===== config.mk =====
export PLATFORM = sky130hd
export DESIGN_NAME = serial_pe_ctrl
export DESIGN_NICKNAME = d
export VERILOG_FILES = /design/src/rtl/serial_pe_ctrl.sv
export SDC_FILE = /design/constraint.sdc
export NUM_CORES = 1
export LEC_CHECK = 0
export ABC_AREA = 0
export CAP_MARGIN = 20
export CELL_PAD_IN_SITES_DETAIL_PLACEMENT = 1
export CELL_PAD_IN_SITES_GLOBAL_PLACEMENT = 1
export CORE_MARGIN = 2
export CORE_UTILIZATION = 39
export CTS_BUF_LIST = sky130_fd_sc_hd__clkbuf_16
export CTS_CLUSTER_SIZE = 24
export DETAILED_ROUTE_END_ITERATION = 12
export GPL_ROUTABILITY_DRIVEN = 0
export PLACE_DENSITY_LB_ADDON = 0.15
export SLEW_MARGIN = 20
export SYNTH_ARGS = -nofsm -noshare
export SYNTH_HDL_FRONTEND = slang
export SYNTH_SLANG_ARGS = --single-unit

===== constraint.sdc =====
create_clock -name clk -period 6 [get_ports clk]
set_input_delay 0.9 -clock clk [delete_from_list [all_inputs] [get_ports clk]]
set_output_delay 0.9 -clock clk [all_outputs]
set_load 0.03 [all_outputs]

===== src/rtl/serial_pe_ctrl.sv =====
`default_nettype none
// ============================================================================
// serial_pe_ctrl : walks an instruction list and streams element pairs to one
// serial_pe, collecting its results (option: SERIAL_PE_CTRL_PERF_EN)
// Rev 1.0
// ============================================================================
module serial_pe_ctrl #(
  parameter int INST_AW = 4,
  parameter int ADDR_W  = 16,
  parameter int RES_AW  = 4
) (
  input  logic               clk,
  input  logic               rst_n,
  input  logic               start,
  input  logic [INST_AW:0]   inst_num,
  input  logic [ADDR_W-1:0]  neuron_base,
  input  logic [ADDR_W-1:0]  weight_base,
  output logic [INST_AW-1:0] inst_addr,
  input  logic [7:0]         inst_data,
  output logic [ADDR_W-1:0]  neuron_addr,
  output logic [ADDR_W-1:0]  weight_addr,
  output logic [1:0]         pe_ctl,
  output logic               pe_vld_i,
  input  logic               pe_vld_o,
  input  logic [31:0]        pe_result,
  output logic               res_we,
  output logic [RES_AW-1:0]  res_addr,
  output logic [31:0]        res_data,
  output logic               busy,
  output logic               done,
  output logic               err
`ifdef SERIAL_PE_CTRL_PERF_EN
  ,
  output logic [31:0]        perf_cycles
`endif
);

  typedef enum logic [1:0] {
    S_IDLE  = 2'd0,
    S_RUN   = 2'd1,
    S_DRAIN = 2'd2,
    S_DONE  = 2'd3
  } state_t;

  localparam logic [INST_AW:0] c_inst_one = (INST_AW+1)'(1);

  state_t             r_state;
  logic [12:0]        r_iter;
  logic [INST_AW:0]   r_inst_num;
  logic [INST_AW:0]   r_exp_cnt;
  logic [INST_AW:0]   r_wr_cnt;
  logic [RES_AW-1:0]  r_wr_ptr;

  logic               w_in_run;
  logic               w_issue;
  logic               w_skip;
  logic [7:0]         w_inst_m1;
  logic               w_last_elem;
  logic               w_last_inst;
  logic               w_inst_end;
  logic               w_capture;

  always_comb begin
    w_in_run    = (r_state == S_RUN);
    w_issue     = w_in_run && (inst_data != 8'd0);
    w_skip      = w_in_run && (inst_data == 8'd0);
    w_inst_m1   = inst_data - 8'd1;
    w_last_elem = (r_iter[12:5] == w_inst_m1) && (r_iter[4:0] == 5'd31);
    w_last_inst = ({1'b0, inst_addr} == (r_inst_num - c_inst_one));
    w_inst_end  = w_skip || (w_issue && w_last_elem);
    w_capture   = pe_vld_o && ((r_state == S_RUN) || (r_state == S_DRAIN));
  end

  // Issue strobes follow the asynchronous instruction read directly, so the
  // first element leaves in the cycle after start with no bubble between
  // instructions.
  assign pe_vld_i = w_issue;
  assign pe_ctl   = {w_issue && w_last_elem, w_issue && (r_iter == 13'd0)};

  always_ff @(posedge clk or negedge rst_n) begin
    if (!rst_n) begin
      r_state     <= S_IDLE;
      r_iter      <= '0;
      r_inst_num  <= '0;
      r_exp_cnt   <= '0;
      r_wr_cnt    <= '0;
      r_wr_ptr    <= '0;
      inst_addr   <= '0;
      neuron_addr <= '0;
      weight_addr <= '0;
      res_we      <= 1'b0;
      res_addr    <= '0;
      res_data    <= '0;
      busy        <= 1'b0;
      done        <= 1'b0;
      err         <= 1'b0;
    end else begin
      res_we <= 1'b0;
      done   <= 1'b0;

      if (w_capture) begin
        res_we   <= 1'b1;
        res_data <= pe_result;
        res_addr <= r_wr_ptr;
        r_wr_ptr <= r_wr_ptr + RES_AW'(1);
        r_wr_cnt <= r_wr_cnt + c_inst_one;
      end

      case (r_state)
        S_IDLE: begin
          if (start) begin
            err         <= 1'b0;
            inst_addr   <= '0;
            r_iter      <= '0;
            res_addr    <= '0;
            r_wr_ptr    <= '0;
            r_wr_cnt    <= '0;
            r_exp_cnt   <= inst_num;
            r_inst_num  <= inst_num;
            neuron_addr <= neuron_base;
            weight_addr <= weight_base;
            if (inst_num != '0) begin
              r_state <= S_RUN;
              busy    <= 1'b1;
            end else begin
              r_state <= S_DONE;
              done    <= 1'b1;
            end
          end
        end

        S_RUN: begin
          if (w_issue) begin
            neuron_addr <= neuron_addr + ADDR_W'(1);
            weight_addr <= weight_addr + ADDR_W'(1);
          end
          // A zero-length instruction is flagged and costs one idle cycle.
          if (w_skip) begin
            err       <= 1'b1;
            r_exp_cnt <= r_exp_cnt - c_inst_one;
          end
          if (w_inst_end) begin
            r_iter    <= '0;
            inst_addr <= inst_addr + INST_AW'(1);
            if (w_last_inst) begin
              r_state <= S_DRAIN;
            end
          end else begin
            r_iter <= r_iter + 13'd1;
          end
        end

        S_DRAIN: begin
          if (r_wr_cnt == r_exp_cnt) begin
            r_state <= S_DONE;
            busy    <= 1'b0;
            done    <= 1'b1;
          end
        end

        S_DONE: begin
          r_state <= S_IDLE;
        end

        default: begin
          r_state <= S_IDLE;
        end
      endcase
    end
  end

`ifdef SERIAL_PE_CTRL_PERF_EN
  always_ff @(posedge clk or negedge rst_n) begin
    if (!rst_n) begin
      perf_cycles <= '0;
    end else if ((r_state == S_IDLE) && start) begin
      perf_cycles <= '0;
    end else if (busy && (perf_cycles != 32'hFFFF_FFFF)) begin
      perf_cycles <= perf_cycles + 32'd1;
    end
  end
`endif

endmodule
`default_nettype wire


# After elaboration in Yosys (flattened, before gate mapping)
# Index checks and enable logic that the tools add are counted.
[op_classes]
reduce_logical = 22
n_eq_ne = 14
add_sub_neg = 9
n_mux = 42
[ops]
columns = ["cell", "n"]
rows = [
  ["$mux W16", 4],
  ["$pmux W16 S2", 2],
  ["$add A16 B1 Y16 const B", 2],
  ["$mux W4", 8],
  ["$mux W13", 2],
  ["$pmux W13 S2", 1],
  ["$mux W5", 5],
  ["$add A13 B1 Y13 const B", 1],
  ["$logic_not A13 Y1", 1],
  ["$mux W2", 5],
  ["$ne A2 B1 Y1 const B", 5],
  ["$pmux W5 S2", 1],
  ["$sub A5 B1 Y5 const B", 2],
  ["$mux W1", 9],
  ["$reduce_and A3 Y1", 3],
  ["$add A4 B1 Y4 const B", 2],
  ["$eq A8 B8 Y1", 1],
  ["$logic_not A8 Y1", 1],
  ["$pmux W2 S4", 1],
  ["$pmux W4 S2", 1],
  ["$reduce_and A4 Y1", 2],
  ["$reduce_bool A8 Y1", 1],
  ["$sub A8 B1 Y8 const B", 1],
  ["$logic_and A1 B1 Y1", 6],
  ["other kinds (13)", 20],
]
[totals]
out_inout_bits = 79
input_bits = 81
word_cells = 102
register_bits = 110

# Depth between registers and ports, before layout
# Gate-level depths: netlist of run 1.
[depth]
ltp_word = 7
depth_mapped = 10
mapped_depth_nobuf = 10

# Worst setup path before layout of run 1
# OpenSTA, ideal clock, no wires.
[synth_timing]
path_type = "input -> output"
from = "input port inst_data[0]"
to = "output port pe_ctl[1]"
path_buffers = 2
setup_slack_ns = 2.448
arrival_time_ns = 2.652
cell_stages = 9
required_time_ns = 5.100
cell_sequence = "inv_1 -> ha_1 -> clkbuf_1 -> xnor2_1 -> and4b_1 -> a41oi_1 -> a211o_1 -> buf_1 -> nor2_1"
[synth_via]
elab_chain_cells = 4
word_cells_on_any_way = 6
classes_between = "1 x add/sub; 1 x eq/ne; 4 x reduce/logical"
[synth_lines]
columns = ["item", "line", "rtl"]
rows = [
  ["start: declaration", "19", "input logic [7:0] inst_data,"],
  ["$sub A8 B1 Y8", "67", "w_inst_m1 = inst_data - 8'd1;"],
  ["$eq A8 B8 Y1", "68", "w_last_elem = (r_iter[12:5] == w_inst_m1) && (r_iter[4:0] == 5'd31);"],
  ["$logic_and A1 B1 Y1", "68", ""],
  ["$logic_and A1 B1 Y1 (*)", "78", "assign pe_ctl = {w_issue && w_last_elem, w_issue && (r_iter == 13'd0)};"],
  ["end: declaration", "22", "output logic [1:0] pe_ctl,"],
]
# Every way passes the cells marked *; elsewhere a longest branch is shown, timed or not.

# Worst setup path after layout of run 1
# Ends and elaborated chain as after synthesis.

==> run_results.csv, run 1 <==
group,metric,value,unit
placement,io_buffers,159,
critical_path,worst-endpoint-required,5100,ps
logic_synthesis,yosys-top-cells-count,"170 x nand2_1, 110 x dfrtp_1, 42 x o21ai_0, 34 x a21oi_1, 32 x nor2_1",
logic_synthesis,netlist.area_leader.share,0.464,
finish,n_antenna_cell,0,
floorplanning,core_region_area,15000,um^2
hold_path,hold_class,"reg -> reg",
logic_synthesis,syn_inst,691,
global_routing,grt_use_total,0.226,
floorplanning,die_w,127,um
global_routing,grt_pass1_vias,6001,
logic_synthesis,syn-num-nets,787,
logic_synthesis,ys_ff_latch,110,
timing,min_period_over_period,0.809,
routing,wl,17.9,mm
power,powerDensity,308,nW/um^2
placement,dpl.cell_count,1011,
job,cap_violations,0,
critical_path,critPathMostFrequentCell,"clkdlybuf4s50_1",
timing,period_needed,4860,ps
logic_synthesis,synth-seq-area-share,0.464,
clocking,cts.path.max_buffers,2,
clocking,clk_pin_slew_worst_paths,70,ps
finish,drive_gt1_frac,0.0334,
critical_path,end_kind,"primary output",
routing,first_iter_violations,285,
critical_path,reg2reg_to,"r_exp_cnt[3]",
clocking,cts_hold_buf,0,
placement,post-dp-hpwl,12.5,mm
logic_synthesis,synth-edff-count,0,
global_routing,antenna_found_initial,0,
logic_synthesis,synthFlopType,"dfrtp_1",
clocking,cts.repair.resized,0,
floorplanning,die_y,127,um
critical_path,worstSetupPathType,"in -> out",
routing,drc,0,
timing,grt_setup_unrepaired,"false",
critical_path,r2r_setup_slack,2680,ps
status,status,"complete, no violations",
logic_synthesis,synth_area_leader_cell,"dfrtp_1",
timing,finalSetupViolCount,0,
critical_path,crit_start,"inst_data[0]",
finish,fin_cells,1027,
clocking,cts_setup_buffers,0,
logic_synthesis,yosysMostFrequentCell,"nand2_1",
floorplanning,dieArea,16200,um^2
global_routing,grt_pass1_wl,29.8,mm
critical_path,critPathMaxFanout,23,
critical_path,cp.arrival,3960,ps
power,leakagePower,3.58,nW
routing,vias,5745,
timing,timing_hold_violations_final,0,
logic_synthesis,synth_area_leaders,"dfrtp_1 46%, nand2_1 11%, o21ai_0 3.5%",
timing,skew,14.5,ps
critical_path,r2r-start,"r_state[1]",
logic_synthesis,yosysWarnings,0,
logic_synthesis,synth-async-reset-ratio,1.00,
global_routing,overflow,0,
timing,setup_tns,0,ps
clocking,clkLatencyLatePin,360,ps
floorplanning,ios,160,
clocking,numCtsBuffers,9,
clocking,cts.sinks,110,
clocking,cts_tree,"done",
power,power,0.00246,W
critical_path,crit_end,"pe_ctl[1]",
floorplanning,rows,45,
logic_synthesis,avgSynthCellArea,8.59,um^2
floorplanning,start_util,0.395,
timing,slew_headroom,0.467,
critical_path,path_cells,"clkdlybuf4s50_1 > inv_1 > ha_1 > xnor2_1 > and4b_1 > a41oi_1 > a211o_1 > nor2_1 > clkdlybuf4s50_1",
logic_synthesis,synth.distinct_cells,53,
power,peakVddDrop,165,uV
critical_path,start_kind,"input pin",
routing,avgViaCountPerCell,5.59,
routing,avgRoutedWirePerCell,17.4,um
global_routing,grt_max_degree,59,
timing,clock.fmax,206,MHz
finish,syn_to_final_growth,34.6,%
timing,slew_viol_final,0,
clocking,clockRootBuffer,"clkbuf_16",
timing,tightest_slew,788,ps
critical_path,critPathSlowestCell,"clkdlybuf4s50_1",
routing,postRouteAntennaNets,0,
critical_path,cpPeakStageDelay,690,ps
routing,dr.pass1.iters,5,
logic_synthesis,mappedNetlistArea,5930,um^2
finish,final_nets,930,
clocking,htreeDepth,3,
critical_path,worstRegToRegCells,8,
## through the flow
step / utilization / hold WS, ps / setup WS [ps] / cell area, um^2
3_3_place_gp: 0.511 / 457 / 1390 / 7680
6_report: 0.531 / 473 / 1140 / 7990
2_1_floorplan: - / 469 / 2450 / 5930
3_5_place_dp: 0.511 / 461 / 1150 / 7680
4_1_cts: 0.531 / 480 / 1150 / 7990
5_1_grt: 0.531 / 508 / 1010 / 7990
## per-layer routing
layer | share of wire | up-vias | GRT usage
met4 | 0.020 | 0 | 0.0756
met5 | 0 | - | 0
li1 | - | 2713 | -
met1 | 0.44 | 2861 | 0.292
met3 | 0.055 | 26 | 0.0494
met2 | 0.49 | 145 | 0.377
## critical path: cells and delay by family
kind,cells,cell delay (ps)
AOI/OAI and AO/OA,2,670
xor gates and xnor gates,1,250
adders and majority gates,1,310
buffers and inverters,3,1380
and+or+nand+nor,2,440
## final cells by class
| type | instances | area [um^2] |
|---|---|---|
| flip-flops and latches | 110 | 2750 |
| inverters | 33 | 124 |
| clock inverters | 7 | 80.1 |
| clock buffers | 9 | 225 |
| fillers | 1737 | 7040 |
| repair buffers | 166 | 1640 |
| multi-input cells | 514 | 2930 |
| well taps | 188 | 235 |
## report_power, final
part,leakage [nW],switching (W),internal [W]
Clock,0.153,0.000275,0.000360
Combinational,2.07,0.000418,0.000353
Sequential,1.35,0.000178,0.000878
Total,3.58,0.000871,0.00159
## how the worst min path moves through the flow
| stage | slack (ps) | startpoint | depth (start not counted) | to |
|---|---|---|---|---|
| final | 470 | res_data[25] | 2 | res_data[25] |
| after global routing | 510 | res_data[8] | 2 | res_data[8] |
| after CTS | 480 | res_data[25] | 2 | res_data[25] |
| after detailed placement | 460 | res_data[2] | 2 | res_data[2] |
| after global placement | 460 | res_data[27] | 2 | res_data[27] |
| after floorplan | 470 | r_inst_num[4] | 2 | r_inst_num[4] |
## sequential cells by signal, indices dropped and copies added, names as in the netlist
signal / flops
busy: 1
done: 1
err: 1
inst_addr: 4
neuron_addr: 16
r_exp_cnt: 5
r_inst_num: 5
r_iter: 13
r_state: 2
r_wr_cnt: 5
r_wr_ptr: 4
res_addr: 4
res_data: 32
res_we: 1
weight_addr: 16
## logic make-up (layout without fill, tap and decap cells)
logic type / Yosys count / in the layout / synth area share
AOI/OAI and AO/OA: 141 / 141 / 0.147
xor gates and xnor gates: 29 / 29 / 0.0428
adders and majority gates: 15 / 15 / 0.0316
buffers and inverters: 67 / 215 / 0.0432
DFF: 110 / 110 / 0.464
muxes: 19 / 19 / 0.0327
and+or+nand+nor: 310 / 310 / 0.239
## layout by cell type, fill, tap and decap left out, types with 6 or more instances in the layout
master	count
clkdlybuf4s50_1	158
nand2_1	170
nor3_1	18
nand3_1	31
dfrtp_1	110
ha_1	15
xnor2_1	12
buf_4	8
nand4_1	17
inv_1	32
a31oi_1	9
a21oi_1	34
clkbuf_16	9
nor2_1	32
xor2_1	17
a222oi_1	9
a22oi_1	9
and3_1	10
mux2i_1	16
nor4_1	6
o21ai_0	42
o22ai_1	15
(Power assumes the default switching activity.)
==> inputs of run 2 (changes only) <==
--- a/config.mk
+++ b/config.mk
@@ -10,7 +10,7 @@
 export CELL_PAD_IN_SITES_DETAIL_PLACEMENT = 1
 export CELL_PAD_IN_SITES_GLOBAL_PLACEMENT = 1
 export CORE_MARGIN = 2
-export CORE_UTILIZATION = 39
+export CORE_UTILIZATION = 36
 export CTS_BUF_LIST = sky130_fd_sc_hd__clkbuf_16
 export CTS_CLUSTER_SIZE = 24
 export DETAILED_ROUTE_END_ITERATION = 12
==> constraint.sdc (replaced) <==
create_clock -name clk -period 5 [get_ports clk]
set_input_delay 0.75 -clock clk [delete_from_list [all_inputs] [get_ports clk]]
set_output_delay 0.75 -clock clk [all_outputs]
set_load 0.03 [all_outputs]
==> run_results.csv, run 2 (synthesis results as in run 1) <==
group,metric,value,unit
clocking,cts.repair.resized,0,
timing,setup_tns,0,ps
routing,drc,0,
floorplanning,start_util,0.371,
critical_path,critPathSlowestCell,"clkdlybuf4s50_1",
critical_path,worst-endpoint-required,4250,ps
global_routing,overflow,0,
global_routing,antenna_found_initial,0,
timing,worst_slack,890,ps
floorplanning,ios,160,
clocking,clk_pin_slew_worst_paths,70,ps
finish,mostFrequentLayoutCell,"nand2_1",
timing,tightest_slew,994,ps
floorplanning,die_y,132,um
clocking,cts_setup_buffers,0,
finish,drive_gt1_frac,0.0381,
floorplanning,dieArea,17500,um^2
finish,largest_reg_flops,32,
critical_path,critPathTopFamily,"buffers and inverters",
critical_path,cpPeakStageDelay,680,ps
routing,avgRoutedWirePerCell,17.3,um
timing,period_needed,4110,ps
global_routing,grt_use_total,0.214,
timing,grt_setup_unrepaired,"false",
global_routing,grt_max_degree,74,
timing,slew_headroom,0.335,
critical_path,critPathMaxFanout,7,
critical_path,critPathMostFrequentCell,"clkdlybuf4s50_1",
routing,postRouteAntennaNets,0,
floorplanning,core_region_area,16000,um^2
critical_path,end_kind,"primary output",
global_routing,grt_pass1_vias,6039,
routing,vias,5657,
critical_path,path_cells,"clkdlybuf4s50_1 > inv_1 > ha_1 > xnor2_1 > and4b_1 > a41oi_1 > a211o_1 > nor2_1 > clkdlybuf4s50_1",
clocking,clkLatencyLatePin,350,ps
finish,largest-register,"res_data",
timing,timing_hold_violations_final,0,
placement,dpl_worst_slack,917,ps
clocking,cts.sinks,110,
timing,min_period_over_period,0.822,
critical_path,cp.arrival,3360,ps
routing,avgViaCountPerCell,5.36,
power,powerDensity,379,nW/um^2
routing,dr.pass1.iters,6,
hold_path,hold_class,"reg -> reg",
floorplanning,die_w,132,um
power,leakagePower,3.60,nW
timing,clock.fmax,243,MHz
finish,fillers,1905,
placement,post-dp-hpwl,13.0,mm
clocking,clockRootBuffer,"clkbuf_16",
clocking,htreeDepth,3,
power,peakVddDrop,170,uV
clocking,cts_hold_buf,0,
routing,first_iter_violations,217,
job,cap_violations,0,
clocking,cts.path.max_buffers,2,
timing,finalSetupViolCount,0,
clocking,cts_tree,"done",
critical_path,worstSetupPathType,"in -> out",
timing,skew,8.68,ps
critical_path,path_buf_inv,3,
floorplanning,rows,46,
finish,largestRegisters,"res_data: 32 flops, neuron_addr: 16 flops, weight_addr: 16 flops",
critical_path,start_kind,"input pin",
finish,n_antenna_cell,0,
finish,syn_to_final_growth,36.3,%
status,status,"complete, no violations",
clocking,numCtsBuffers,9,
routing,wl,18.2,mm
global_routing,grt_pass1_wl,30.8,mm
placement,io_buffers,159,
finish,final_nets,931,
timing,slew_viol_final,0,
finish,final_cell_mix,"170 x nand2_1, 158 x clkdlybuf4s50_1, 110 x dfrtp_1, 42 x o21ai_0, 34 x a21oi_1",
-- run 2: path summary, 6_finish.rpt --
check	from	to	slack, ps	cells past startpoint
setup / recovery	inst_data[0]	pe_ctl[1]	890	9
hold / removal	res_data[4]	res_data[4]	480	2
setup reg to reg	r_state[1]	r_exp_cnt[3]	1700	8
hold reg to reg	res_data[4]	res_data[4]	480	2
max in group asynchronous	rst_n	neuron_addr[11]	3380	2
min in group asynchronous	rst_n	r_iter[9]	520	1
-- run 2: worst register-to-register path: cells and delay by family, from the launching register on --
kind	cells	cell delay, ps
and+or+nand+nor	1	180
DFF	1	400
AOI/OAI and AO/OA	2	1160
buffers and inverters	4	1290
adders and majority gates	1	160
-- run 2: power by group --
group	total, W	internal, W	switching [W]	leakage (nW)
clock	0.000873	0.000538	0.000334	0.173
combinational	0.000924	0.000425	0.000500	2.08
sequential	0.00127	0.00105	0.000214	1.35
-- run 2: area by class of cell --
class                           instances  area [um^2]  share of cell area
Clock buffer                            9          225              0.0278
Clock inverter                          7          136              0.0169
Inverter                               33          124              0.0153
Multi-Input combinational cell        514         2930               0.362
Sequential cell                       110         2750               0.340
Tap cell                              216          270              0.0334
Timing Repair Buffer                  167         1650               0.204
-- run 2: metrics by stage --
step | instance area, um^2 | total power [W] | instances | hold slack [ps] | utilization
floorplan | 5930 | 0.00179 | 691 | 454 | -
global placement | 7730 | 0.00216 | 1040 | 457 | 0.483
detailed placement | 7730 | 0.00221 | 1040 | 466 | 0.483
CTS | 8090 | 0.00310 | 1056 | 484 | 0.505
global route | 8090 | 0.00325 | 1056 | 512 | 0.505
finish | 8090 | 0.00306 | 1056 | 478 | 0.505
-- run 2: routing by layer --
layer | GRT usage | up-vias | share of wire
met5 | 0 | - | 0
li1 | - | 2709 | -
met1 | 0.273 | 2786 | 0.44
met2 | 0.365 | 143 | 0.49
met3 | 0.0496 | 19 | 0.057
met4 | 0.0597 | 0 | 0.013
